$ cat src/rtl/mem_lsu_pkg.sv
// Shared encodings for the load/store unit: access sizes, FSM states and
// the alignment rule used when LSU_ALIGN_CHK_EN is defined.
package mem_lsu_pkg;

  localparam int WORD_W = 32;

  localparam logic [1:0] SZ_B   = 2'b00;
  localparam logic [1:0] SZ_H   = 2'b01;
  localparam logic [1:0] SZ_W   = 2'b10;
  localparam logic [1:0] SZ_RSV = 2'b11;

  typedef enum logic [1:0] {
    IDLE = 2'd0,
    RD   = 2'd1,
    WR   = 2'd2,
    DONE = 2'd3
  } state_t;

  // Half must sit on an even byte, word on a 4-byte boundary; size 11 never aligns.
  function automatic logic req_misaligned(input logic [1:0] size, input logic [1:0] addr_lo);
    case (size)
      SZ_B:    return 1'b0;
      SZ_H:    return addr_lo[0];
      SZ_W:    return (addr_lo != 2'b00);
      default: return 1'b1;
    endcase
  endfunction

endpackage

$ cat src/rtl/mem_lsu_lane_align.sv
// Combinational lane logic: extracts and extends a loaded byte/half/word and
// merges right-aligned store data into the read word for read-modify-write.
module lsu_lane_align
  import mem_lsu_pkg::*;
(
  input  logic [1:0]        size,
  input  logic              sign_ext,
  input  logic [1:0]        lane,
  input  logic [WORD_W-1:0] rword,
  input  logic [WORD_W-1:0] wdata,
  output logic [WORD_W-1:0] load_data,
  output logic [WORD_W-1:0] store_word
);

  logic [7:0]        byte_sel;
  logic [15:0]       half_sel;
  logic [3:0]        byte_en;
  logic [WORD_W-1:0] wdata_rep;

  always_comb begin
    case (lane)
      2'd0:    byte_sel = rword[7:0];
      2'd1:    byte_sel = rword[15:8];
      2'd2:    byte_sel = rword[23:16];
      default: byte_sel = rword[31:24];
    endcase
    half_sel = lane[1] ? rword[31:16] : rword[15:0];

    // Anything that is not byte or half (incl. reserved size) behaves as a word.
    case (size)
      SZ_B: begin
        load_data = {{24{sign_ext & byte_sel[7]}}, byte_sel};
        byte_en   = 4'b0001 << lane;
        wdata_rep = {4{wdata[7:0]}};
      end
      SZ_H: begin
        load_data = {{16{sign_ext & half_sel[15]}}, half_sel};
        byte_en   = lane[1] ? 4'b1100 : 4'b0011;
        wdata_rep = {2{wdata[15:0]}};
      end
      default: begin
        load_data = rword;
        byte_en   = 4'b1111;
        wdata_rep = wdata;
      end
    endcase
  end

  genvar gi;
  generate
    for (gi = 0; gi < 4; gi++) begin : g_lane
      assign store_word[8*gi +: 8] = byte_en[gi] ? wdata_rep[8*gi +: 8] : rword[8*gi +: 8];
    end
  endgenerate

endmodule

$ cat src/rtl/mem_lsu.sv
// Load/store initiator for a word-wide data RAM with byte/half/word access and
// RMW sub-word stores. Define LSU_ALIGN_CHK_EN to reject misaligned requests.
module mem_lsu
  import mem_lsu_pkg::*;
#(
  parameter int ADDR_W = 8,
  parameter int DATA_W = WORD_W,
  parameter int RD_LAT = 1
) (
  input  logic              clk,
  input  logic              rst_n,
  input  logic              req_valid,
  output logic              req_ready,
  input  logic              req_we,
  input  logic [1:0]        req_size,
  input  logic              req_signed,
  input  logic [ADDR_W-1:0] req_addr,
  input  logic [DATA_W-1:0] req_wdata,
  output logic              rsp_valid,
  output logic [DATA_W-1:0] rsp_rdata,
  output logic              rsp_err,
  output logic              Mem_Write,
  output logic [ADDR_W-1:0] DM_Addr,
  output logic [DATA_W-1:0] M_W_Data,
  input  logic [DATA_W-1:0] M_R_Data
);

  localparam logic [1:0] CNT_INIT = 2'(RD_LAT - 1);

  state_t            state_reg;
  logic [1:0]        cnt_reg;
  logic              we_reg;
  logic [1:0]        size_reg;
  logic              signed_reg;
  logic [1:0]        lane_reg;
  logic [DATA_W-1:0] wdata_reg;

  logic              misalign_hit;
  logic [DATA_W-1:0] load_data;
  logic [DATA_W-1:0] store_word;

`ifdef LSU_ALIGN_CHK_EN
  assign misalign_hit = req_misaligned(req_size, req_addr[1:0]);
`else
  assign misalign_hit = 1'b0;
`endif

  // Fed straight from the RAM so the final RD edge can load rsp_rdata or M_W_Data directly.
  lsu_lane_align u_lane_align (
    .size       (size_reg),
    .sign_ext   (signed_reg),
    .lane       (lane_reg),
    .rword      (M_R_Data),
    .wdata      (wdata_reg),
    .load_data  (load_data),
    .store_word (store_word)
  );

  always_ff @(posedge clk or negedge rst_n) begin
    if (!rst_n) begin
      state_reg  <= IDLE;
      cnt_reg    <= 2'd0;
      we_reg     <= 1'b0;
      size_reg   <= SZ_B;
      signed_reg <= 1'b0;
      lane_reg   <= 2'd0;
      wdata_reg  <= '0;
      req_ready  <= 1'b1;
      rsp_valid  <= 1'b0;
      rsp_rdata  <= '0;
      rsp_err    <= 1'b0;
      Mem_Write  <= 1'b0;
      DM_Addr    <= '0;
      M_W_Data   <= '0;
    end else begin
      case (state_reg)
        IDLE: begin
          rsp_valid <= 1'b0;
          if (req_valid) begin
            req_ready  <= 1'b0;
            we_reg     <= req_we;
            size_reg   <= req_size;
            signed_reg <= req_signed;
            lane_reg   <= req_addr[1:0];
            wdata_reg  <= req_wdata;
            if (misalign_hit) begin
              state_reg <= DONE;
              rsp_valid <= 1'b1;
              rsp_err   <= 1'b1;
              rsp_rdata <= '0;
            end else begin
              DM_Addr <= {req_addr[ADDR_W-1:2], 2'b00};
              // size[1] covers both word and the reserved encoding
              if (req_we && req_size[1]) begin
                state_reg <= WR;
                Mem_Write <= 1'b1;
                M_W_Data  <= req_wdata;
              end else begin
                state_reg <= RD;
                cnt_reg   <= CNT_INIT;
              end
            end
          end
        end

        RD: begin
          if (cnt_reg == 2'd0) begin
            if (we_reg) begin
              state_reg <= WR;
              Mem_Write <= 1'b1;
              M_W_Data  <= store_word;
            end else begin
              state_reg <= DONE;
              rsp_valid <= 1'b1;
              rsp_err   <= 1'b0;
              rsp_rdata <= load_data;
            end
          end else begin
            cnt_reg <= cnt_reg - 2'd1;
          end
        end

        WR: begin
          Mem_Write <= 1'b0;
          state_reg <= DONE;
          rsp_valid <= 1'b1;
          rsp_err   <= 1'b0;
          rsp_rdata <= '0;
        end

        DONE: begin
          rsp_valid <= 1'b0;
          req_ready <= 1'b1;
          state_reg <= IDLE;
        end

        default: begin
          Mem_Write <= 1'b0;
          req_ready <= 1'b1;
          state_reg <= IDLE;
        end
      endcase
    end
  end

endmodule

$ cat config.mk
export PLATFORM = sky130hd
export DESIGN_NAME = mem_lsu
export DESIGN_NICKNAME = d
export VERILOG_FILES = /design/src/rtl/mem_lsu_pkg.sv /design/src/rtl/mem_lsu_lane_align.sv /design/src/rtl/mem_lsu.sv
export SDC_FILE = /design/constraint.sdc
export NUM_CORES = 1
export LEC_CHECK = 0
export ABC_AREA = 1
export BUFFER_PORTS_ARGS = -buffer_cell sky130_fd_sc_hd__buf_4
export CAP_MARGIN = 20
export CORE_ASPECT_RATIO = 0.6
export CORE_UTILIZATION = 43
export DETAILED_ROUTE_END_ITERATION = 10
export PLACE_DENSITY = 0.67
export SLEW_MARGIN = 5
export SYNTH_ARGS = -nofsm -noshare
export SYNTH_HDL_FRONTEND = slang
export SYNTH_SLANG_ARGS = --single-unit
export TNS_END_PERCENT = 5
$ cat constraint.sdc
create_clock -name clk -period 3.71 [get_ports clk]
set_clock_uncertainty 0.2 [all_clocks]
set_input_delay 0 -clock clk [delete_from_list [all_inputs] [get_ports clk]]
set_output_delay 0 -clock clk [all_outputs]
set_load 0.03 [all_outputs]
# After elaboration in Yosys (flattened, before gate mapping)
# Cells that the tools add are included.
# totals
input_bits,79
out_inout_bits,76
register_bits,116
word_cells,89
# op_classes
n_mux,40
addsub,1
n_eq_ne,13
shift,1
bitwise_logic,2
reduce_logical,18
# ops
cell,n
32-bit case mux with 2 select lines,4
32-bit 2-to-1 mux,6
8-bit 2-to-1 mux,4
8-bit case mux with 3 select lines,1
16-bit 2-to-1 mux,1
"2-bit inequality test, second input constant",7
2-bit 2-to-1 mux,6
1-bit 2-to-1 mux,10
5-bit AND reduction,2
2-bit zero test,4
2-bit case mux with 4 select lines,1
4-bit case mux with 2 select lines,1
2-bit AND reduction,4
"2-bit by 1-bit equality test with 1-bit output, second input constant",3
"2-bit equality test, second input constant",3
1-bit case mux with 3 select lines,2
2-bit nonzero test,3
4-bit 2-to-1 mux,1
1-bit case mux with 2 select lines,2
2-bit case mux with 2 select lines,1
4-bit AND reduction,1
"1-bit by 2-bit << shifter with 4-bit output, first input constant",1
3-bit AND reduction,1
3-bit nonzero test,1
other kinds (4),5

# Longest topological paths before layout
# logic_depth
depth_word,7
mapped_depth,10
mapped_depth_nobuf,9

# Cells and area by module
# From an unflattened synthesis, not the netlist that was laid out.
# unflattened
hier_cells,911
hier_area_um2,6481.2
# modules_own_cells
mod,seq_area_each_um2,instances,cells_each,area_per_inst_um2
mem_lsu,2879.0,1,580,5026.1
lsu_lane_align,0.0,1,331,1455.1

# Worst setup path before layout
# OpenSTA, ideal clock, no wires.
# synth_path
kind,flip-flop to flip-flop
from,register state_reg[1]
to,register M_W_Data[30]
n_path_buf,2
required_ns,3.393
slack_ns,1.901
setup_ns,0.117
period_less_slack_ns,1.809
arrival_ns,1.491
path_stages_with_launch,11
cell_sequence,dfrtp_1 > inv_1 > ha_1 > buf_2 > inv_2 > or2_2 > nand2_1 > nor2_2 > buf_2 > nor2_1 > nor2_1
# synth_between
elab_chain_len,3
elab_cells_between_ends,9
cone_classes,5 x eq/ne; 1 x mux; 3 x reduce/logical
# synth_lines
item,line,rtl
start: declaration,mem_lsu.sv:30,state_t state_reg;
start signal: assignment,mem_lsu.sv:61,state_reg <= IDLE;
start signal: assignment,mem_lsu.sv:87,state_reg <= DONE;
start signal: assignment,mem_lsu.sv:95,state_reg <= WR;
2-bit by 1-bit equality test with 1-bit output / 2-bit zero test (equally long branches),mem_lsu.sv:76,case (state_reg)
2-bit inequality test (no source line) / 2-bit nonzero test (equally long branches),n/a,
5-bit AND reduction (no source line),n/a,
end signal: assignment,mem_lsu.sv:97,M_W_Data <= req_wdata;
end signal: assignment,mem_lsu.sv:111,M_W_Data <= store_word;
end: declaration,mem_lsu.sv:24,"output logic [DATA_W-1:0] M_W_Data,"
# Parallel ways exist; a longest one is shown, timed or not.
# A chain may end at the register's enable or synchronous reset.

# Worst setup path after layout
# layout_path
from,register lane_reg[1]
to,register rsp_rdata[3]
# layout_between
elab_chain_len,6
elab_cells_between_ends,9
cone_classes,2 x eq/ne; 6 x mux; 1 x reduce/logical
# layout_lines
item,line,rtl
start: declaration,mem_lsu.sv:35,logic [1:0] lane_reg;
start signal: assignment,mem_lsu.sv:84,lane_reg <= req_addr[1:0];
2-bit equality test (tied with other cells),mem_lsu_lane_align.sv:21,case (lane)
8-bit case mux with 3 select lines,mem_lsu_lane_align.sv:21,
32-bit case mux with 2 select lines (*),mem_lsu_lane_align.sv:30,case (size)
32-bit 2-to-1 mux (*),mem_lsu.sv:108,if (we_reg) begin
32-bit 2-to-1 mux (*),mem_lsu.sv:107,if (cnt_reg == 2'd0) begin
32-bit case mux with 2 select lines (*),mem_lsu.sv:76,
end signal: assignment,mem_lsu.sv:116,rsp_rdata <= load_data;
end: declaration,mem_lsu.sv:20,"output logic [DATA_W-1:0] rsp_rdata,"
# Mark *: on every way between the ends. The rest lies on a longest branch, timed or not. The select of a mux whose other input is x is not followed.

==> flow_metrics.py <==
metrics = {
    "placed_design": {
        "dp.final_hpwl_um": 13960,
        "placed_cell_area_mm2": 0.007571,
        "gp_congestion": 0.9184,
        "dp_cells": 1204,
        "io_buffers": 151,
    },
    "critical_path": {
        "crit_top_cell": "nand2_1",
        "cp_cell_sequence": "inv_2 > a21oi_4 > nand2_2 > nand2_1 > nand3_1 > dlygate4sd3_1 > nand2_1 > nand2_1",
        "critPathKind": "reg2reg",
        "cp_top_family": "buffers and inverters",
        "cp-start-kind": "register",
        "r2r_slack_ns": 0.99,
        "path_max_fanout": 18,
        "slowest_delay_ns": 0.71,
        "cp_data_required_time_ns": 3.82,
        "critPathLaunch": "lane_reg[1]$_DFFE_PN0P_",
        "path_buf_inv": 2,
        "reg2reg_depth": 8,
        "r2r-start": "lane_reg[1]$_DFFE_PN0P_",
        "cpMaxStageDelayCell": "dfrtp_1",
        "arrival_ns": 2.83,
        "endpoint_kind": "register",
        "r2r-end": "rsp_rdata[3]$_DFFE_PN0P_",
    },
    "global_route": {
        "grt_pass1_vias": 6481,
        "grt_use_total_pct": 28.75,
        "antenna_found_initial": 0,
        "grt-ovfl-total": 0,
        "grt_pass1_wl_um": 33740,
        "grt_max_degree": 77,
    },
    "drt": {
        "vias": 6715,
        "route.detailed.drc": 0,
        "wirelength_um": 20580,
        "first_pass_iters": 7,
        "dr.first_iter.drc_count": 617,
        "wl_per_cell_um": 15.52,
        "via_per_inst": 5.064,
        "drtAntennaViolNets": 0,
    },
    "clocking": {
        "clk_latency_ns": 0.42,
        "clockBufferDepth": 2,
        "cts_tree": "yes",
        "cts_setup_buffers": 0,
        "cts_sinks": 115,
        "clockRootBuffer": "clkbuf_16",
        "cts_buffers": 17,
        "path_clk_slew_ns": 0.06,
        "cts.htree.levels": 4,
    },
    "job": {
        "drv_cap": 0,
    },
    "yosys": {
        "yosysTopAreaCellShare_pct": 44.96,
        "syn-instance-count": 895,
        "yosysTopAreaCell": "dfrtp_1",
        "synth_edf_count": 0,
        "synth-main-ff-cell": "dfrtp_1",
        "ys_seq_area_share_pct": 45.38,
        "synth.most_common_cell": "nand2_1",
        "synth_top_cells_by_count": "nand2_1 (302), nor2_1 (133), dfrtp_1 (114)",
        "synth.distinct_cells": 32,
        "ys_ff_latch": 115,
        "async_flop_share_pct": 100.0,
        "ys_top_cells_by_area": "dfrtp_1 (45%), nand2_1 (18%), nor2_1 (7.9%)",
        "yosysWarnings": 0,
        "netlist_area_mm2": 0.006345,
        "syn_avg_cell_area_um2": 7.089,
    },
    "die": {
        "rows": 33,
        "initial_core_util_pct": 45.20,
        "ios": 155,
        "die_w_um": 158.8,
        "die_y_um": 96.09,
        "die_area_mm2": 0.01526,
        "core-area_mm2": 0.01404,
    },
    "timing": {
        "timing.fmax_ghz": 0.3680,
        "drv_slew": 0,
        "min_period_over_period_pct": 73.25,
        "period_minus_slack_ns": 2.718,
        "slew_headroom_pct": 53.25,
        "worst_pin_slew_ns": 0.7012,
        "setup-tns-final_ns": 0,
        "hold_viol": 0,
        "setup-violations-final": 0,
        "rsz0062_at_grt": "no",
    },
    "pwr": {
        "clockPowerShare_pct": 18.1,
        "p_leak_nw": 4.706,
        "switchingPower_mw": 4.193,
        "pwr-share-comb_pct": 55.1,
        "pwr_density_cell_mw_per_mm2": 951.5,
        "seq_power_share_pct": 26.8,
        "internal_power_mw": 4.440,
        "switching_share_pct": 48.57,
        "ir_drop_v": 0.0004418,
    },
    "finish": {
        "fin_util_pct": 64.63,
        "drive_gt1_share_pct": 19.05,
        "design_area_mm2": 0.009072,
        "layout.nets": 1205,
        "area_growth_syn_to_layout_pct": 42.99,
        "layout.cells.non_filler": 1326,
        "diodes": 0,
    },
    "hold_path": {
        "hp-class": "in2reg",
        "worstHoldPathCells": 4,
        "worstHoldEndpoint": "DM_Addr[3]$_DFFE_PN0P_",
        "hp-start": "req_addr[3]",
    },
    "status": {
        "status": "finished, final reports clean",
    },
}
-- what timing repair did --
item,CTS,global route
hold buffers,86,1
hold endpoints to repair,188,31
resized for setup,0,0
-- through the flow --
stage,setup slack (ns),hold WS [ns],power (mW)
3_5_place_dp,1.033,0.0002519,6.787
3_3_place_gp,1.165,-0.003926,6.726
2_1_floorplan,1.901,-0.4956,5.417
5_1_grt,0.8067,0.1548,9.308
6_report,0.9924,0.1201,8.633
4_1_cts,0.8644,0.1154,8.517
-- worst max path at each step --
stage                               end  slack (ns)  cells past startpoint
5_1_grt        rsp_rdata[3]$_DFFE_PN0P_        0.81                      9
3_5_place_dp    M_W_Data[4]$_DFFE_PN0P_        1.03                      7
3_3_place_gp   M_W_Data[17]$_DFFE_PN0P_        1.17                      7
4_1_cts        rsp_rdata[3]$_DFFE_PN0P_        0.86                      8
6_report       rsp_rdata[3]$_DFFE_PN0P_        0.99                      8
2_1_floorplan  M_W_Data[30]$_DFFE_PN0P_        1.90                     10
-- final cells by class --
cell class / instances / area, µm²
Fill cell: 1287 / 4966
Multi-Input combinational cell: 665 / 2964
Sequential cell: 115 / 2879
Timing Repair Buffer: 251 / 2167
Clock buffer: 20 / 446.7
Inverter: 71 / 266.5
Tap cell: 192 / 240.2
Clock inverter: 12 / 108.9
-- cells in the final DEF (no fill, tap or decap), types with 3 or more instances in the layout --
cell type	Yosys	routed
nand2_1	302	301
buf_4	10	160
nor2_1	133	133
dfrtp_1	114	114
dlygate4sd3_1	0	87
inv_1	68	68
nand3_1	64	64
a21oi_1	58	58
o21ai_0	49	49
clkbuf_16	0	17
nand3b_1	15	15
and2_1	8	8
o22ai_1	7	7
nand2_2	5	6
clkinvlp_4	0	5
ha_1	5	4
o21ai_2	2	3
conb_1	1	3
clkinv_2	0	3
-- power groups by stage --
stage / clock, mW / combinational (mW) / sequential, mW
final: 1.56 / 4.76 / 2.31
after global routing: 1.63 / 5.30 / 2.37
after CTS: 1.57 / 4.62 / 2.32
after detailed placement: 0 / 4.45 / 2.33
after global placement: 0 / 4.38 / 2.35
after floorplan: 0 / 2.61 / 2.81
-- routing by layer --
metal | track usage (%) | wire length, µm | vias up
met2 | 42.54 | 8451 | 291
met5 | 0 | 0 | -
met3 | 6.463 | 1819 | 19
li1 | - | - | 3276
met1 | 42.67 | 10140 | 3129
met4 | 6.068 | 168 | 0
-- logic make-up (layout without fill, tap and decap cells) --
| group | count (synthesis) | count (layout) | share of synthesized area, % |
|---|---|---|---|
| fa+ha+maj | 5 | 5 | 0.9860 |
| flops | 115 | 115 | 45.38 |
| compound gates | 121 | 121 | 10.08 |
| simple gates | 536 | 536 | 35.34 |
| other cells | 1 | 3 | 0.05910 |
| buf+inv | 117 | 354 | 8.164 |
-- worst min-delay path: stages --
cell	delay, ns
dlygate4sd3_1	0.53
buf_4	0.10
nand2_1	0.04
nand2_1	0.05
Power figures use the tool's default switching activity.
